File: src/rtl/dmem_arb_if.sv
// Requester-side bus for dmem_arb: one instance per requester (core, aux).
// master = requester, slave = arbiter.
interface dmem_arb_if #(
    parameter int AW = 32,
    parameter int DW = 32
);
    logic          req;
    logic          we;
    logic [AW-1:0] addr;
    logic [DW-1:0] wdata;
    logic          gnt;
    logic          rvalid;
    logic [DW-1:0] rdata;

    modport master (output req, we, addr, wdata, input  gnt, rvalid, rdata);
    modport slave  (input  req, we, addr, wdata, output gnt, rvalid, rdata);
endinterface

File: src/rtl/dmem_arb.sv
// Two-requester data memory arbiter: core has fixed priority, aux is guaranteed
// service after STARVE consecutive lost cycles. Read data is registered back.

module dmem_arb_rsp #(
    parameter int DW = 32
) (
    input  logic          clk,
    input  logic          reset,
    input  logic          rd,
    input  logic [DW-1:0] m_rdata,
    output logic          rvalid,
    output logic [DW-1:0] rdata
);
    // rdata only moves on a granted read so the requester can sample it late
    always_ff @(posedge clk) begin
        if (!reset) begin
            rvalid <= 1'b0;
            rdata  <= '0;
        end else begin
            rvalid <= rd;
            if (rd) rdata <= m_rdata;
        end
    end
endmodule

module dmem_arb #(
    parameter int AW     = 32,
    parameter int DW     = 32,
    parameter int STARVE = 3,
    parameter int CW     = 4
) (
    input  logic          clk,
    input  logic          reset,
    dmem_arb_if.slave     c,
    dmem_arb_if.slave     a,
    output logic          stall,
    output logic          m_we,
    output logic [AW-1:0] m_addr,
    output logic [DW-1:0] m_wdata,
    input  logic [DW-1:0] m_rdata
);
    localparam logic [CW-1:0] STARVE_C = CW'(STARVE);

    logic [CW-1:0] wait_cnt;
    logic          a_win;
    logic          c_rd;
    logic          a_rd;

    // STARVE=0 makes the compare true from the first cycle: aux always wins
    assign a_win = a.req & (~c.req | (wait_cnt == STARVE_C));
    assign a.gnt = a_win & reset;
    assign c.gnt = c.req & ~a_win & reset;
    assign stall = c.req & ~c.gnt;

    assign c_rd = c.gnt & ~c.we;
    assign a_rd = a.gnt & ~a.we;

    always_comb begin
        m_we    = 1'b0;
        m_addr  = '0;
        m_wdata = '0;
        if (a.gnt) begin
            m_we    = a.we;
            m_addr  = a.addr;
            m_wdata = a.wdata;
        end else if (c.gnt) begin
            m_we    = c.we;
            m_addr  = c.addr;
            m_wdata = c.wdata;
        end
    end

    always_ff @(posedge clk) begin
        if (!reset)
            wait_cnt <= '0;
        else if (a.gnt || !a.req)
            wait_cnt <= '0;
        else if (wait_cnt != STARVE_C)
            wait_cnt <= wait_cnt + 1'b1;
    end

    dmem_arb_rsp #(.DW(DW)) u_c_rsp (
        .clk     (clk),
        .reset   (reset),
        .rd      (c_rd),
        .m_rdata (m_rdata),
        .rvalid  (c.rvalid),
        .rdata   (c.rdata)
    );

    dmem_arb_rsp #(.DW(DW)) u_a_rsp (
        .clk     (clk),
        .reset   (reset),
        .rd      (a_rd),
        .m_rdata (m_rdata),
        .rvalid  (a.rvalid),
        .rdata   (a.rdata)
    );
endmodule

File: src/flat_wrapper.sv
// flat-port wrapper written by rule: the top's interface ports become plain ports
module dmem_arb_flat 
#(
    parameter int AW     = 32,
    parameter int DW     = 32,
    parameter int STARVE = 3,
    parameter int CW     = 4
)
  (clk, reset, stall, m_we, m_addr, m_wdata, m_rdata, c_req, c_we, c_addr, c_wdata, c_gnt, c_rvalid, c_rdata, a_req, a_we, a_addr, a_wdata, a_gnt, a_rvalid, a_rdata);
  dmem_arb_if #(.AW(AW), .DW(DW)) c_i ();
  dmem_arb_if #(.AW(AW), .DW(DW)) a_i ();
  input  logic clk;
  input  logic reset;
  output logic stall;
  output logic m_we;
  output logic [AW-1:0] m_addr;
  output logic [DW-1:0] m_wdata;
  input  logic [DW-1:0] m_rdata;
  input wire logic [$bits(c_i.req)-1:0] c_req;
  input wire logic [$bits(c_i.we)-1:0] c_we;
  input wire logic [$bits(c_i.addr)-1:0] c_addr;
  input wire logic [$bits(c_i.wdata)-1:0] c_wdata;
  output wire logic [$bits(c_i.gnt)-1:0] c_gnt;
  output wire logic [$bits(c_i.rvalid)-1:0] c_rvalid;
  output wire logic [$bits(c_i.rdata)-1:0] c_rdata;
  input wire logic [$bits(a_i.req)-1:0] a_req;
  input wire logic [$bits(a_i.we)-1:0] a_we;
  input wire logic [$bits(a_i.addr)-1:0] a_addr;
  input wire logic [$bits(a_i.wdata)-1:0] a_wdata;
  output wire logic [$bits(a_i.gnt)-1:0] a_gnt;
  output wire logic [$bits(a_i.rvalid)-1:0] a_rvalid;
  output wire logic [$bits(a_i.rdata)-1:0] a_rdata;
  assign c_i.req = c_req;
  assign c_i.we = c_we;
  assign c_i.addr = c_addr;
  assign c_i.wdata = c_wdata;
  assign c_gnt = c_i.gnt;
  assign c_rvalid = c_i.rvalid;
  assign c_rdata = c_i.rdata;
  assign a_i.req = a_req;
  assign a_i.we = a_we;
  assign a_i.addr = a_addr;
  assign a_i.wdata = a_wdata;
  assign a_gnt = a_i.gnt;
  assign a_rvalid = a_i.rvalid;
  assign a_rdata = a_i.rdata;
  dmem_arb #(.AW(AW), .DW(DW), .STARVE(STARVE), .CW(CW)) u_core (.clk(clk), .reset(reset), .c(c_i), .a(a_i), .stall(stall), .m_we(m_we), .m_addr(m_addr), .m_wdata(m_wdata), .m_rdata(m_rdata));
endmodule
File: config.mk
export PLATFORM = sky130hd
export DESIGN_NAME = dmem_arb_flat
export DESIGN_NICKNAME = d
export VERILOG_FILES = /design/src/rtl/dmem_arb_if.sv /design/src/rtl/dmem_arb.sv /design/src/flat_wrapper.sv
export SDC_FILE = /design/constraint.sdc
export NUM_CORES = 1
export LEC_CHECK = 0
export ABC_AREA = 1
export BUFFER_PORTS_ARGS = -buffer_cell sky130_fd_sc_hd__buf_2
export CAP_MARGIN = 0
export CORE_AREA = 2 2 116 118
export DETAILED_ROUTE_END_ITERATION = 8
export DIE_AREA = 0 0 118 120
export GPL_TIMING_DRIVEN = 0
export PLACE_DENSITY = 0.65
export SETUP_SLACK_MARGIN = 0.05
export SYNTH_ARGS = -nofsm -noshare
export SYNTH_HDL_FRONTEND = slang
export SYNTH_SLANG_ARGS = --single-unit
File: constraint.sdc
create_clock -name clk -period 2.2 [get_ports clk]
set_input_delay 0.44 -clock clk [delete_from_list [all_inputs] [get_ports clk]]
set_output_delay 0.44 -clock clk [all_outputs]
set_load 0.01 [all_outputs]
==> results.toml <==
[status]
status = "completed"

[global_routing]
grt_start_max_net_pins = 11
grt_overflow = 0
grt_use_met2_pct = 40.6
grtUsageMet1_pct = 27.3
grtUsageTotal_pct = 23.5
antenna_found_initial = 0
grt_use_met3_pct = 7.22
first_global_vias = 4609
grt.busiest_layer = "met2"
grt_pass1_wl_um = 25400

[worst_setup_path]
crit_end = "m_addr[2]"
rr_startpoint = "u_core.wait_cnt[1]$_SDFFE_PP0N_"
worstPathMaxFanout = 4
cp-startpoint = "u_core.wait_cnt[2]$_SDFFE_PP0N_"
r2r_slack_ns = 0.65
path_class = "flip-flop to primary output"
cp_data_arrival_time_ns = 1.71
reg2reg_depth = 10
cp-end-kind = "primary output"
cp.required_ns = 1.76
timing.rr.end = "u_core.u_a_rsp.rdata[25]$_SDFFE_PN0P_"
crit_path_start_kind = "flip-flop"

[floorplanning]
ios = 300
die_w_um = 118
dieHeight_um = 120
die-area_mm2 = 0.0142
core_mm2 = 0.0130
initial_utilization_pct = 31.3
fp-row-count = 42

[synth]
async_reset_ff_share_pct = 0
synth_seq_cells = 70
synth-main-ff-cell = "dfxtp_1"
netlist-cell-type-count = 22
ys.warnings.count = 0
yosysMostFrequentCell = "nand2_1"
ys_top_cells_by_count = "324 x nand2_1, 133 x inv_1, 100 x nor2_1"
synth_area_leaders = "dfxtp_1 34%, nand2_1 30%, inv_1 12%"
syn_inst = 718
synth_top_area_share_pct = 34.5
syn_area_mm2 = 0.00406
synth_nets = 885
seq_area_frac_synth_pct = 34.5
synth_edf_count = 0
yosys.area.top_type = "dfxtp_1"
avgSynthCellArea_um2 = 5.66

[layout]
diodes = 0
area_growth_syn_to_layout_pct = 56.5
nets = 1208
layout-drive-gt1-share_pct = 35.8

[place]
placement.io_buffers = 299
place_ws_ns = -0.0424
place.gp.congestion = 0.882
dpl.hpwl_um = 14200

[pwr]
seqPwrFrac_pct = 38.7
vdd_ir_drop_max_uv = 362
p_sw_uw = 959
internal_power_mw = 2.53
total_power_mw = 3.49
p_per_area_mw_per_mm2 = 549
combinationalPowerShare_pct = 22.3
swShare_pct = 27.5
p_leak_nw = 4.06
clkPwrFrac_pct = 39.1

[sta]
max_freq_mhz = 465
hold_viol = 0
drv_slew = 0
period_share_pct = 97.7
min_period_ns = 2.15
layout_setup_ws_ns = 0.0514
setup_viol = 0
tightest_slew_ns = 0.465
slew_headroom_pct = 69.0
skew_ns = 0.00593
rsz0062_at_grt = "yes"

[cts]
cts_buffers = 9
clk_latency_ns = 0.33
cts_root_buffer = "clkbuf_16"
clockBufferDepth = 2
clk_pin_slew_ns = 0.05
htree_num_levels = 3
cts_sinks = 70
cts_tree = "built"
postCtsHoldBufs = 0

[route]
ant_nets = 0
remaining_drc_errors = 0
vias = 5109
wl_um = 17200
firstDrtPassIters = 5
via_per_inst = 4.19
wl_per_cell_um = 14.1
drt_iter0_drc = 245

[run]
drv_cap = 0

[worst_hold_path]
holdCritPathClass = "input port to flip-flop"
[cells by family after synthesis]
group	share of synthesized area, %
AND/OR/NAND/NOR	45.7
adder cells (fa/ha/maj)	0.308
buffers and inverters	18.8
AO/OA/AOI/OAI	0.277
flip-flops	34.5
XOR/XNOR	0.431
[per-layer routing]
| metal | routed length [µm] | vias up |
|---|---|---|
| met2 | 8230 | 189 |
| li1 | - | 2709 |
| met1 | 7050 | 2186 |
| met5 | 0 | - |
| met4 | 485 | 0 |
| met3 | 1420 | 25 |
[placed cells by master (no fill, tap or decap), drive strengths merged]
cell type | synthesis | routed
xnor2 | 1 | 1
bufbuf | 0 | 1
nand3 | 6 | 6
dfxtp | 70 | 70
a21oi | 1 | 1
bufinv | 0 | 1
nor2 | 101 | 101
clkinv | 1 | 2
o22ai | 1 | 1
nand4 | 32 | 32
ha | 1 | 1
xor2 | 1 | 1
nand2 | 327 | 327
clkbuf | 8 | 20
inv | 136 | 136
buf | 32 | 343
[power by group through the flow]
stage | sequential, mW | clock, mW | combinational [mW]
2_1_floorplan | 1.40 | 0 | 0.326
3_3_place_gp | 1.37 | 0 | 0.725
3_5_place_dp | 1.37 | 0 | 0.727
4_1_cts | 1.35 | 1.40 | 0.767
5_1_grt | 1.35 | 1.46 | 0.861
6_report | 1.35 | 1.36 | 0.777
[layout make-up]
| cell class | count | area (µm²) |
|---|---|---|
| Clock buffer | 12 | 236 |
| Sequential cell | 70 | 1410 |
| Tap cell | 176 | 220 |
| Clock inverter | 2 | 35.0 |
| Inverter | 137 | 519 |
| Timing Repair Buffer | 312 | 1690 |
| Fill cell | 1411 | 6620 |
| Multi-Input combinational cell | 471 | 1950 |
| Buffer | 40 | 308 |
[critical path, stage by stage, from the launching register on]
cell	delay, ns
dfxtp_2	0.35
nor2_4	0.16
nand2_4	0.07
nand2_4	0.08
nand2_4	0.06
inv_4	0.08
bufbuf_16	0.25
buf_6	0.09
nand2_1	0.04
nand2_1	0.08
buf_6	0.12
[how the worst min path moves through the flow]
| stage | startpoint | endpoint | slack [ns] | cells past startpoint |
|---|---|---|---|---|
| detailed placement | u_core.wait_cnt[0]$_SDFFE_PP0N_ | u_core.wait_cnt[0]$_SDFFE_PP0N_ | 0.44 | 1 |
| global route | m_rdata[12] | u_core.u_c_rsp.rdata[12]$_SDFFE_PN0P_ | 0.36 | 3 |
| finish | m_rdata[13] | u_core.u_c_rsp.rdata[13]$_SDFFE_PN0P_ | 0.35 | 3 |
| global placement | u_core.wait_cnt[0]$_SDFFE_PP0N_ | u_core.wait_cnt[0]$_SDFFE_PP0N_ | 0.44 | 1 |
| CTS | m_rdata[13] | u_core.u_c_rsp.rdata[13]$_SDFFE_PN0P_ | 0.34 | 3 |
| floorplan | u_core.wait_cnt[0]$_SDFFE_PP0N_ | u_core.wait_cnt[0]$_SDFFE_PP0N_ | 0.42 | 1 |
[flip-flops by register name, summed over array words and instances (netlist names)]
| signal | count |
|---|---|
| u_core.u_c_rsp.rvalid | 1 |
| u_core.wait_cnt | 4 |
| u_core.u_c_rsp.rdata | 32 |
| u_core.u_a_rsp.rvalid | 1 |
| u_core.u_a_rsp.rdata | 32 |
[metrics by stage]
step	utilization [%]	instance area (µm²)	hold slack [ns]	TNS [ns]	instances
finish	49.0	6360	0.346	0	1220
global route	49.0	6360	0.357	-0.782	1220
CTS	48.4	6280	0.339	0	1216
detailed placement	44.5	5780	0.444	-0.0544	1193
global placement	44.5	5780	0.438	-0.0973	1193
floorplan	-	4060	0.418	0	718
[timing repair]
action,4_1_cts,5_1_grt
buffers inserted,8,3
pin swaps,6,3
endpoints found under the setup margin,66,62
gates resized for setup,42,15
gates cloned,1,1
Power figures use the tool's default switching activity.
